`src/rtl/mult_pkg.sv`:
```
// rtl/mult_pkg.sv - shared encodings and helpers for the sequential multiplier
package mult_pkg;

  localparam int NIBBLE = 4;
  localparam int ACC_W  = 16;

  typedef enum logic [1:0] {
    SEL_LL = 2'b00,
    SEL_LH = 2'b01,
    SEL_HL = 2'b10,
    SEL_HH = 2'b11
  } input_sel_e;

  typedef enum logic [1:0] {
    SH_0 = 2'b00,
    SH_4 = 2'b01,
    SH_8 = 2'b10
  } shift_sel_e;

  // Encoding 2'b11 is reserved and falls through to no shift.
  function automatic logic [ACC_W-1:0] shift_pp(input logic [2*NIBBLE-1:0] pp,
                                                input logic [1:0]          sel);
    logic [ACC_W-1:0] ext;
    ext = {{(ACC_W-2*NIBBLE){1'b0}}, pp};
    case (sel)
      SH_4:    shift_pp = ext << NIBBLE;
      SH_8:    shift_pp = ext << (2*NIBBLE);
      default: shift_pp = ext;
    endcase
  endfunction

endpackage

```
`src/rtl/mult4x4.sv`:
```
// rtl/mult4x4.sv - combinational 4x4 unsigned nibble multiplier
module mult4x4
  import mult_pkg::*;
(
  input  logic [NIBBLE-1:0]   a,
  input  logic [NIBBLE-1:0]   b,
  output logic [2*NIBBLE-1:0] p
);

  assign p = {{NIBBLE{1'b0}}, a} * {{NIBBLE{1'b0}}, b};

endmodule

```
`src/rtl/mult_datapath.sv`:
```
// rtl/mult_datapath.sv - operand capture, nibble partial products and accumulator
module mult_datapath
  import mult_pkg::*;
#(
  parameter int WIDTH = 8
) (
  input  logic             clk,
  input  logic             reset_a,
  input  logic             start,
  input  logic [WIDTH-1:0] dataa,
  input  logic [WIDTH-1:0] datab,
  input  logic [1:0]       input_sel,
  input  logic [1:0]       shift_sel,
  input  logic             clk_ena,
  input  logic             sclr_n,
  input  logic             done,
  output logic [1:0]       count,
  output logic [ACC_W-1:0] product,
  output logic [ACC_W-1:0] result,
  output logic             result_valid
);

  logic [WIDTH-1:0]    opa;
  logic [WIDTH-1:0]    opb;
  logic [NIBBLE-1:0]   nib_a;
  logic [NIBBLE-1:0]   nib_b;
  logic [2*NIBBLE-1:0] pp;
  logic [ACC_W-1:0]    pp_shifted;
  logic [ACC_W-1:0]    acc;

  always_ff @(posedge clk or negedge reset_a) begin
    if (!reset_a) begin
      opa <= '0;
      opb <= '0;
    end else if (start) begin
      opa <= dataa;
      opb <= datab;
    end
  end

  always_comb begin
    nib_a = opa[NIBBLE-1:0];
    nib_b = opb[NIBBLE-1:0];
    case (input_sel)
      SEL_LH: nib_b = opb[2*NIBBLE-1:NIBBLE];
      SEL_HL: nib_a = opa[2*NIBBLE-1:NIBBLE];
      SEL_HH: begin
        nib_a = opa[2*NIBBLE-1:NIBBLE];
        nib_b = opb[2*NIBBLE-1:NIBBLE];
      end
      default: ;
    endcase
  end

  mult4x4 u_mult4x4 (
    .a (nib_a),
    .b (nib_b),
    .p (pp)
  );

  assign pp_shifted = shift_pp(pp, shift_sel);

  // Clear beats accumulate so the controller can flush during start.
  always_ff @(posedge clk or negedge reset_a) begin
    if (!reset_a) begin
      acc <= '0;
    end else if (!sclr_n) begin
      acc <= '0;
    end else if (clk_ena) begin
      acc <= acc + pp_shifted;
    end
  end

  always_ff @(posedge clk or negedge reset_a) begin
    if (!reset_a) begin
      count <= '0;
    end else if (start) begin
      count <= '0;
    end else begin
      count <= count + 2'd1;
    end
  end

  always_ff @(posedge clk or negedge reset_a) begin
    if (!reset_a) begin
      result       <= '0;
      result_valid <= 1'b0;
    end else begin
      result_valid <= done;
      if (done) begin
        result <= acc;
      end
    end
  end

  assign product = acc;

endmodule

```
`config.mk`:
```
export PLATFORM = sky130hd
export DESIGN_NAME = mult_datapath
export DESIGN_NICKNAME = d
export VERILOG_FILES = /design/src/rtl/mult_pkg.sv /design/src/rtl/mult4x4.sv /design/src/rtl/mult_datapath.sv
export SDC_FILE = /design/constraint.sdc
export NUM_CORES = 1
export LEC_CHECK = 0
export ABC_AREA = 1
export ABC_CLOCK_PERIOD_IN_PS = 4250
export CAP_MARGIN = 5
export CELL_PAD_IN_SITES_DETAIL_PLACEMENT = 1
export CELL_PAD_IN_SITES_GLOBAL_PLACEMENT = 1
export CORE_MARGIN = 5
export CORE_UTILIZATION = 39
export DETAILED_ROUTE_END_ITERATION = 6
export GPL_ROUTABILITY_DRIVEN = 0
export GPL_TIMING_DRIVEN = 0
export MAX_ROUTING_LAYER = met4
export PLACE_DENSITY_LB_ADDON = 0.2
export SYNTH_ARGS = -nofsm -noshare
export SYNTH_HDL_FRONTEND = slang
export SYNTH_SLANG_ARGS = --single-unit
```
`constraint.sdc`:
```
create_clock -name clk -period 4.25 [get_ports clk]
set_input_delay 0.425 -clock clk [delete_from_list [all_inputs] [get_ports clk]]
set_output_delay 0.425 -clock clk [all_outputs]
set_load 0.01 [all_outputs]
```
; Word-level counts from Yosys, hierarchy flattened
; Cells that the tools add are included.
[word_totals]
reg_bits = 51
latch_bits = 0
mem_bits_rw = 0
rom_bits = 0
inputBits = 26
out_inout_bits = 35
wordCells = 23
n_memories = 0
[op_classes]
n_addsub = 2
mul = 1
div_mod_pow = 0
magnitude_cmp = 0
n_eq_ne = 6
shifts = 0
muxes = 6
bitwise_logic = 0
n_reduce_logical = 2
[ops]
columns = cell, n
row1 = $mux 16, 2
row2 = $pmux 16 s2, 1
row3 = $add 16x16->16, 1
row4 = $mul 4x4->8, 1
row5 = $mux 4, 2
row6 = $eq 2x2->1 const B, 3
row7 = $eq 2x1->1 const B, 2
row8 = $reduce_or 2->1, 2
row9 = $add 2x1->2 const B, 1
row10 = $mux 2, 1
row11 = $ne 2x2->1 const B, 1

; Longest topological paths before layout
; Gate-level depths: netlist of run 1.
[depth]
depth_word = 8
ltp_mapped = 26
mapped_depth_nobuf = 26

; Modules after synthesis
; Synthesis of run 1 repeated with hierarchy kept, for this count alone.
[unflattened]
cells_unflattened = 456
area_unflattened_um2 = 3504.6
[by_module_without_submodules]
columns = module, n_inst, cells_each, area_per_inst_um2, seq_area_each_um2
row1 = mult_datapath, 1, 386, 3041.7, 1276.2
row2 = mult4x4, 1, 70, 462.9, 0.0

; Worst setup path before layout of run 1
; Ideal clock, no wire load.
[synth_path]
path_kind = in2reg
from = input input_sel[1]
to = register acc[11] (netlist: product[11])
setup_ns = 0.076
arrival_ns = 3.925
required_ns = 4.174
slack_ns = 0.249
cell_stages = 18
n_path_buf = 0
cell_sequence = o21ai_0 > nand2_1 > fa_1 > inv_1 > fa_1 > inv_1 > fa_1 > o21ai_0 > xnor2_1 > o22ai_1 > ha_1 > a21o_1 > nor2_1 > nand2_1 > a21o_1 > nand2_1 > nand2_1 > o21ai_1
[synth_between]
elab_chain_len = 8
word_cells_on_any_way = 12
cone_classes = add/sub (1) / mul (1) / eq/ne (3) / mux (5) / reduce/logical (2)
[synth_rtl]
columns = item, line_no
row1 = start: declaration, mult_datapath.sv:12  ; input logic [1:0] input_sel,
row2 = $eq 2x2->1 or $eq 2x1->1 (tied branches), mult_datapath.sv:44  ; case (input_sel)
row3 = $reduce_or 2->1 (no line), -
row4 = $mux 4, mult_datapath.sv:44
row5 = $mul 4x4->8 (*), mult4x4.sv:10  ; assign p = {{NIBBLE{1'b0}}, a} * {{NIBBLE{1'b0}}, b};
row6 = $pmux 16 s2 (*), mult_pkg.sv:25  ; case (sel)
row7 = $add 16x16->16 (*), mult_datapath.sv:70  ; acc <= acc + pp_shifted;
row8 = $mux 16 (*), mult_datapath.sv:69  ; end else if (clk_ena) begin
row9 = $mux 16 (*), mult_datapath.sv:67  ; end else if (!sclr_n) begin
row10 = end signal: assignment, mult_datapath.sv:70
row11 = end: declaration, mult_datapath.sv:29  ; logic [ACC_W-1:0] acc;
; Every way passes the cells marked *; elsewhere a longest branch is shown, timed or not. The select of a mux whose other input is x is not followed.
; A chain may end at the register's enable or synchronous reset.

; Worst setup path after layout of run 1
[layout_path]
from = register opa[0]
to = register acc[10] (netlist: product[10])
[layout_between]
elab_chain_len = 6
[layout_rtl]
columns = item, line_no
row1 = start: declaration, mult_datapath.sv:23  ; logic [WIDTH-1:0] opa;
row2 = start signal: assignment, mult_datapath.sv:36  ; opa <= dataa;
row3 = $mux 4, mult_datapath.sv:44
row4 = $mul 4x4->8, mult4x4.sv:10
row5 = $pmux 16 s2, mult_pkg.sv:25
row6 = $add 16x16->16, mult_datapath.sv:70
row7 = $mux 16, mult_datapath.sv:69
row8 = $mux 16, mult_datapath.sv:67
; No other way between the ends. The select of a mux whose other input is x is not followed.

==> flow_summary_export.csv, run 1 <==
group,metric,value,unit
status,status,"finished, final reports clean",
setup_path,slowest_delay,530,ps
logic_synthesis,synth_cell_type_count,28,
setup_path,worstPathRequired,4450,ps
power_and_ir_drop,finalPower,0.00136,W
flow_run,maxCapViolCount,0,
logic_synthesis,syn_area_per_cell,8.31,um^2
clock_network,clock_sinks,51,
setup_path,worstPathCellList,"inv_1, o21ai_4, nand2_1, fa_1, inv_1, fa_1, ha_1, a31oi_1, xor2_1, buf_4, o22ai_1, ha_1, a21o_1, nor2_1, nand3_1, o21ai_0, nand2_1",
route,wirelength,9280,um
sta,finClkSkew,16.1,ps
setup_path,cp_slowest_cell,"fa_1",
clock_network,cts_tree,"built",
floorplan,start_util,0.402,
route,drt_iter0_markers,82,
layout,final_cell_mix,"nand2_1, clkdlybuf4s50_1, dfrtp_1, inv_1, nor2_1",
setup_path,reg2reg_to,"product[10]$_DFFE_PN0P_",
floorplan,die_area,10500,um^2
setup_path,crit_type,"reg -> reg",
logic_synthesis,synth_area_leaders,"dfrtp_1, ha_1, nand2_1, mux2_2, inv_1",
global_route,grt_use_total,0.192,
place,port_buffers,59,
place,dp_hpwl,7250,um
route,wl_per_cell,16.0,um
sta,fmax,0.243,GHz
sta,drv_slew,0,
route,avgViaCountPerCell,5.21,
setup_path,r2r_cells,17,
layout,final_common_cell,"nand2_1",
power_and_ir_drop,p_leak,2.12,nW
clock_network,cts_buffer_depth,2,
sta,slew_headroom,0.572,
clock_network,htree_levels,2,
clock_network,clk_pin_slew_worst_paths,110,ps
clock_network,cts-root-buf,"clkbuf_8",
route,dr_total_vias,3023,
clock_network,clk_latency,320,ps
route,drc,0,
floorplan,die_x,102,um
global_route,grt_start_max_net_pins,28,
layout,diodes,0,
layout,layout.nets,534,
setup_path,cp-endpoint,"product[10]$_DFFE_PN0P_",
setup_path,end_kind,"register",
layout,final_area,4340,um^2
global_route,antenna_found_initial,0,
global_route,grt_pass1_wl,15500,um
floorplan,num_io_pins,61,
route,detail-route-antenna-nets,0,
setup_path,r2r_start,"opa[0]$_DFFE_PN0P_",
global_route,first_global_vias,3251,
setup_path,rrSetupSlack,130,ps
logic_synthesis,synth_top_area_share,0.384,
place,placed_cell_area,4060,um^2
sta,tns,0,ps
setup_path,cp_max_fo,5,
power_and_ir_drop,p_per_area,313,nW/um^2
sta,period_share,0.969,
logic_synthesis,synth_fp_nets,460,
layout,area_growth,30.7,%
sta,worstMarginPinSlew,641,ps
clock_network,cts_buffers,5,
logic_synthesis,yosysSeqAreaShare,0.384,
logic_synthesis,yosysTopAreaCell,"dfrtp_1",
setup_path,start_kind,"register",
clock_network,cts_hold_buf,0,
floorplan,core_area,8260,um^2
global_route,overflow,0,
logic_synthesis,synth_seq_cells,51,
logic_synthesis,yosysWarnings,0,
sta,hold_viol,0,
min_path,worstHoldPathType,"in -> async",
floorplan,die_y,102,um
sta,period_needed,4120,ps
logic_synthesis,synth_cells,400,
floorplan,row_count,33,
setup_path,worst_ep_arrival_time,4310,ps
route,firstDrtPassIters,4,
logic_synthesis,syn_area,3320,um^2
sta,final-setup-viol-count,0,
power_and_ir_drop,worst_ir_drop_vdd,0.159,mV
setup_path,cp-startpoint,"opa[0]$_DFFE_PN0P_",
layout,drive_above_1_share,0.173,
## how the worst min path moves through the flow
stage	end	startpoint	slack [ps]
global route	count[1]$_DFF_PN0_	reset_a	150
global placement	count[0]$_DFF_PN0_	count[0]$_DFF_PN0_	450
finish	count[1]$_DFF_PN0_	reset_a	110
CTS	count[1]$_DFF_PN0_	reset_a	120
detailed placement	count[0]$_DFF_PN0_	count[0]$_DFF_PN0_	470
floorplan	count[0]$_DFF_PN0_	reset_a	130
## what timing repair did
action	in CTS	in global routing
endpoints found under the hold margin	0	0
setup endpoints to repair	11	10
gates resized for setup	18	36
pin swaps	3	15
buffers inserted	2	5
## critical path: cells and delay by family, from the launching register on
family / cells / cell delay [ps]
buf+inv: 3 / 290
simple gates: 4 / 520
xor+xnor: 1 / 240
fa+ha+maj: 4 / 1720
compound gates: 5 / 880
flops: 1 / 340
## Yosys cell counts
master     n
clkbuf_1   3
inv_1     45
nand2_1   95
a21oi_1   16
mux2_2    23
and2_1     1
o211ai_2   1
nor2_1    40
a31oi_1    2
buf_2      3
ha_1      29
o22ai_1    8
a21oi_2    4
a21o_1     4
xor2_1     2
nand3b_1   2
nand4_1    3
nand3_1   19
o21ai_1    7
o21ai_0   28
a22o_1     2
dfrtp_1   51
xnor2_1    3
buf_6      1
nand2_2    1
nor2_2     1
and2_2     1
fa_1       5
## power breakdown
part | switching [W] | internal, W | total, W
Clock | 0.000180 | 0.000120 | 0.000300
Combinational | 0.000267 | 0.000228 | 0.000495
Sequential | 0.0000335 | 0.000530 | 0.000563
## sequential cells by signal, indices dropped and copies added (netlist names)
register and flops:
count 2, result_valid 1, result 16, opb 8
product 16, opa 8
## layout make-up
type / instances / area, um^2
Inverter: 45 / 169
Buffer: 7 / 37.5
Sequential cell: 51 / 1280
Multi-Input combinational cell: 297 / 1990
Clock buffer: 5 / 68.8
Fill cell: 998 / 3920
Tap cell: 105 / 131
Clock inverter: 3 / 25.0
Timing Repair Buffer: 67 / 648
## logic make-up after synthesis
logic type               count (synthesis)  share of synthesized area
buffers and inverters                   52                     0.0621
adder cells (fa/ha/maj)                 34                      0.139
AND/OR/NAND/NOR                        163                      0.199
XOR/XNOR                                 5                     0.0132
multiplexers                            23                     0.0779
flip-flops                              51                      0.384
AO/OA/AOI/OAI                           72                      0.124
## stage by stage
stage	utilization	std cells	setup slack, ps	hold slack, ps
global placement	0.490	564	-791	452
finish	0.526	580	133	113
detailed placement	0.492	565	-860	472
global route	0.526	580	-92.0	152
CTS	0.507	575	43.0	124
floorplan	-	400	249	129
## metal layers
layer / up-vias / global-route usage / wire [um]
li1: 1471 / - / -
met1: 1496 / 0.244 / 4220
met2: 47 / 0.329 / 4720
met3: 9 / 0.0225 / 232
met4: 0 / 0.0424 / 109
met5: - / - / 0
Power figures use the tool's default switching activity.
==> inputs of run 2 (changes only) <==
Settings changed: CAP_MARGIN 5 to 40, GPL_ROUTABILITY_DRIVEN 0 to not set, SLEW_MARGIN set to 20.
==> run 2 against run 1 <==
Effect of this change: clock power fell by 4%; total power fell by 1.6%; utilization shrank 0.30 points; design area shrank 0.58%; largest cell class unchanged; clock skew is 5.9 ps lower; hold slack improved by 11 ps; die area stayed put; register-to-register slack improved by 30 ps; non-clock buffer count shrank 3; largest power group unchanged; sequential power about the same; global-route usage down 0.33 points.
==> flow_summary_export.csv, run 2 (synthesis gave the netlist of run 1 again) <==
group,metric,value,unit
setup_path,path_delay_family,"adder cells",
layout,area_growth,29.9,%
sta,hold_viol,0,
global_route,grt_use_total,0.189,
setup_path,cp_slowest_cell,"fa_2",
sta,finClkSkew,10.2,ps
place,dp_cells,564,
global_route,grt_pass1_wl,15200,um
route,drt_iter0_markers,59,
sta,tns,0,ps
setup_path,crit_type,"reg -> reg",
min_path,worstHoldPathType,"in -> async",
clock_network,cts_buffers,5,
clock_network,clk_latency,310,ps
setup_path,crit_buf_inv,5,
power_and_ir_drop,p_per_area,310,nW/um^2
clock_network,cts-root-buf,"clkbuf_8",
setup_path,cp_max_fo,4,
setup_path,r2r_start,"opa[0]$_DFFE_PN0P_",
setup_path,worstPathRequired,4450,ps
layout,final_cell_mix,"nand2_1, clkdlybuf4s50_1, dfrtp_1, inv_1, nor2_1",
sta,hold_ws,125,ps
route,detail-route-antenna-nets,0,
sta,final-setup-viol-count,0,
layout,layout.nets,531,
setup_path,r2r_cells,21,
layout,final_common_cell,"nand2_1",
layout,final_area,4320,um^2
power_and_ir_drop,worst_ir_drop_vdd,0.127,mV
global_route,met3_usage,0.0205,
flow_run,maxCapViolCount,0,
floorplan,die_y,102,um
clock_network,clk_pin_slew_worst_paths,100,ps
global_route,first_global_vias,3158,
setup_path,worst_ep_arrival_time,4280,ps
global_route,grtUsageMet1,0.249,
sta,period_needed,4080,ps
clock_network,clock_sinks,51,
route,avgViaCountPerCell,5.16,
clock_network,cts_buffer_depth,2,
clock_network,cts_tree,"built",
floorplan,die_area,10500,um^2
setup_path,reg2reg_to,"product[15]$_DFFE_PN0P_",
layout,fin_util,0.523,
floorplan,start_util,0.402,
floorplan,row_count,33,
floorplan,num_io_pins,61,
sta,fmax,0.245,GHz
sta,worstMarginPinSlew,655,ps
floorplan,core_area,8260,um^2
layout,fin_cells,577,
floorplan,die_x,102,um
status,status,"finished, final reports clean",
route,drc,0,
setup_path,slowest_delay,580,ps
place,dp_hpwl,7170,um
power_and_ir_drop,p_leak,2.12,nW
global_route,grt_start_max_net_pins,52,
setup_path,end_kind,"register",
setup_path,worstPathCellList,"inv_1, o21ai_2, nand2_2, fa_1, inv_1, fa_2, inv_1, fa_2, xor2_2, o22ai_1, ha_1, a21oi_1, o21ai_2, nand2_1, nand2_1, inv_1, nand2_1, inv_1, nand2_1, nand3_1, nand2_1",
global_route,antenna_found_initial,0,
global_route,met2_usage,0.315,
route,dr_total_vias,2980,
global_route,grt.busiest_layer,"met2",
place,port_buffers,59,
layout,diodes,0,
place,placed_cell_area,4040,um^2
route,wl_per_cell,16.0,um
setup_path,start_kind,"register",
route,firstDrtPassIters,4,
sta,slew_headroom,0.563,
route,wirelength,9240,um
place,place.gp.congestion,0.882,
layout,drive_above_1_share,0.176,
global_route,overflow,0,
sta,drv_slew,0,
setup_path,rrSetupSlack,170,ps
clock_network,htree_levels,2,
sta,period_share,0.961,
-- run 2: per-layer routing --
metal,wire (um),up-vias
met3,220,7
met5,0,-
met4,121,0
li1,-,1466
met2,4630,46
met1,4260,1461
-- run 2: worst reg2reg max path: stages, from the launching register on --
cell	delay (ps)
dfrtp_1	340
inv_1	50
o21ai_2	180
nand2_2	80
fa_1	540
inv_1	60
fa_2	580
inv_1	70
fa_2	380
xor2_2	180
o22ai_1	270
ha_1	340
a21oi_1	350
o21ai_2	110
nand2_1	70
nand2_1	40
inv_1	50
nand2_1	60
inv_1	60
nand2_1	50
nand3_1	60
nand2_1	50
-- run 2: where the power goes --
group,internal (W),switching (W)
combinational,0.000222,0.000264
clock,0.000119,0.000169
sequential,0.000530,0.0000331
total,0.000870,0.000466
-- run 2: worst max-delay path by stage --
stage,startpoint,endpoint,depth (start not counted)
after global routing,opa[0]$_DFFE_PN0P_,product[15]$_DFFE_PN0P_,21
final,opa[0]$_DFFE_PN0P_,product[15]$_DFFE_PN0P_,21
after CTS,input_sel[0],product[11]$_DFFE_PN0P_,20
after global placement,input_sel[0],product[15]$_DFFE_PN0P_,21
after floorplan,input_sel[1],product[11]$_DFFE_PN0P_,18
after detailed placement,input_sel[1],product[15]$_DFFE_PN0P_,21
-- run 2: repair_timing --
item / CTS / global route
hold buffers: 0 / 0
resized for setup: 17 / 38
pin swaps: 3 / 18
setup buffers: 2 / 3
cloned: 0 / 0
endpoints found under the setup margin: 12 / 10
-- run 2: through the flow --
| step | power, W | worst slack [ps] |
|---|---|---|
| after floorplan | 0.000827 | 249 |
| after global placement | 0.000990 | -807 |
| after detailed placement | 0.00101 | -932 |
| after CTS | 0.00131 | 4.23 |
| after global routing | 0.00144 | -100 |
| final | 0.00134 | 167 |
-- run 2: area by class of cell --
| class | instances | area, um^2 |
|---|---|---|
| Tap cell | 105 | 131 |
| Buffer | 7 | 37.5 |
| Clock buffer | 6 | 72.6 |
| Sequential cell | 51 | 1280 |
| Clock inverter | 2 | 17.5 |
| Fill cell | 1005 | 3940 |
| Multi-Input combinational cell | 297 | 2000 |
| Inverter | 45 | 169 |
| Timing Repair Buffer | 64 | 616 |
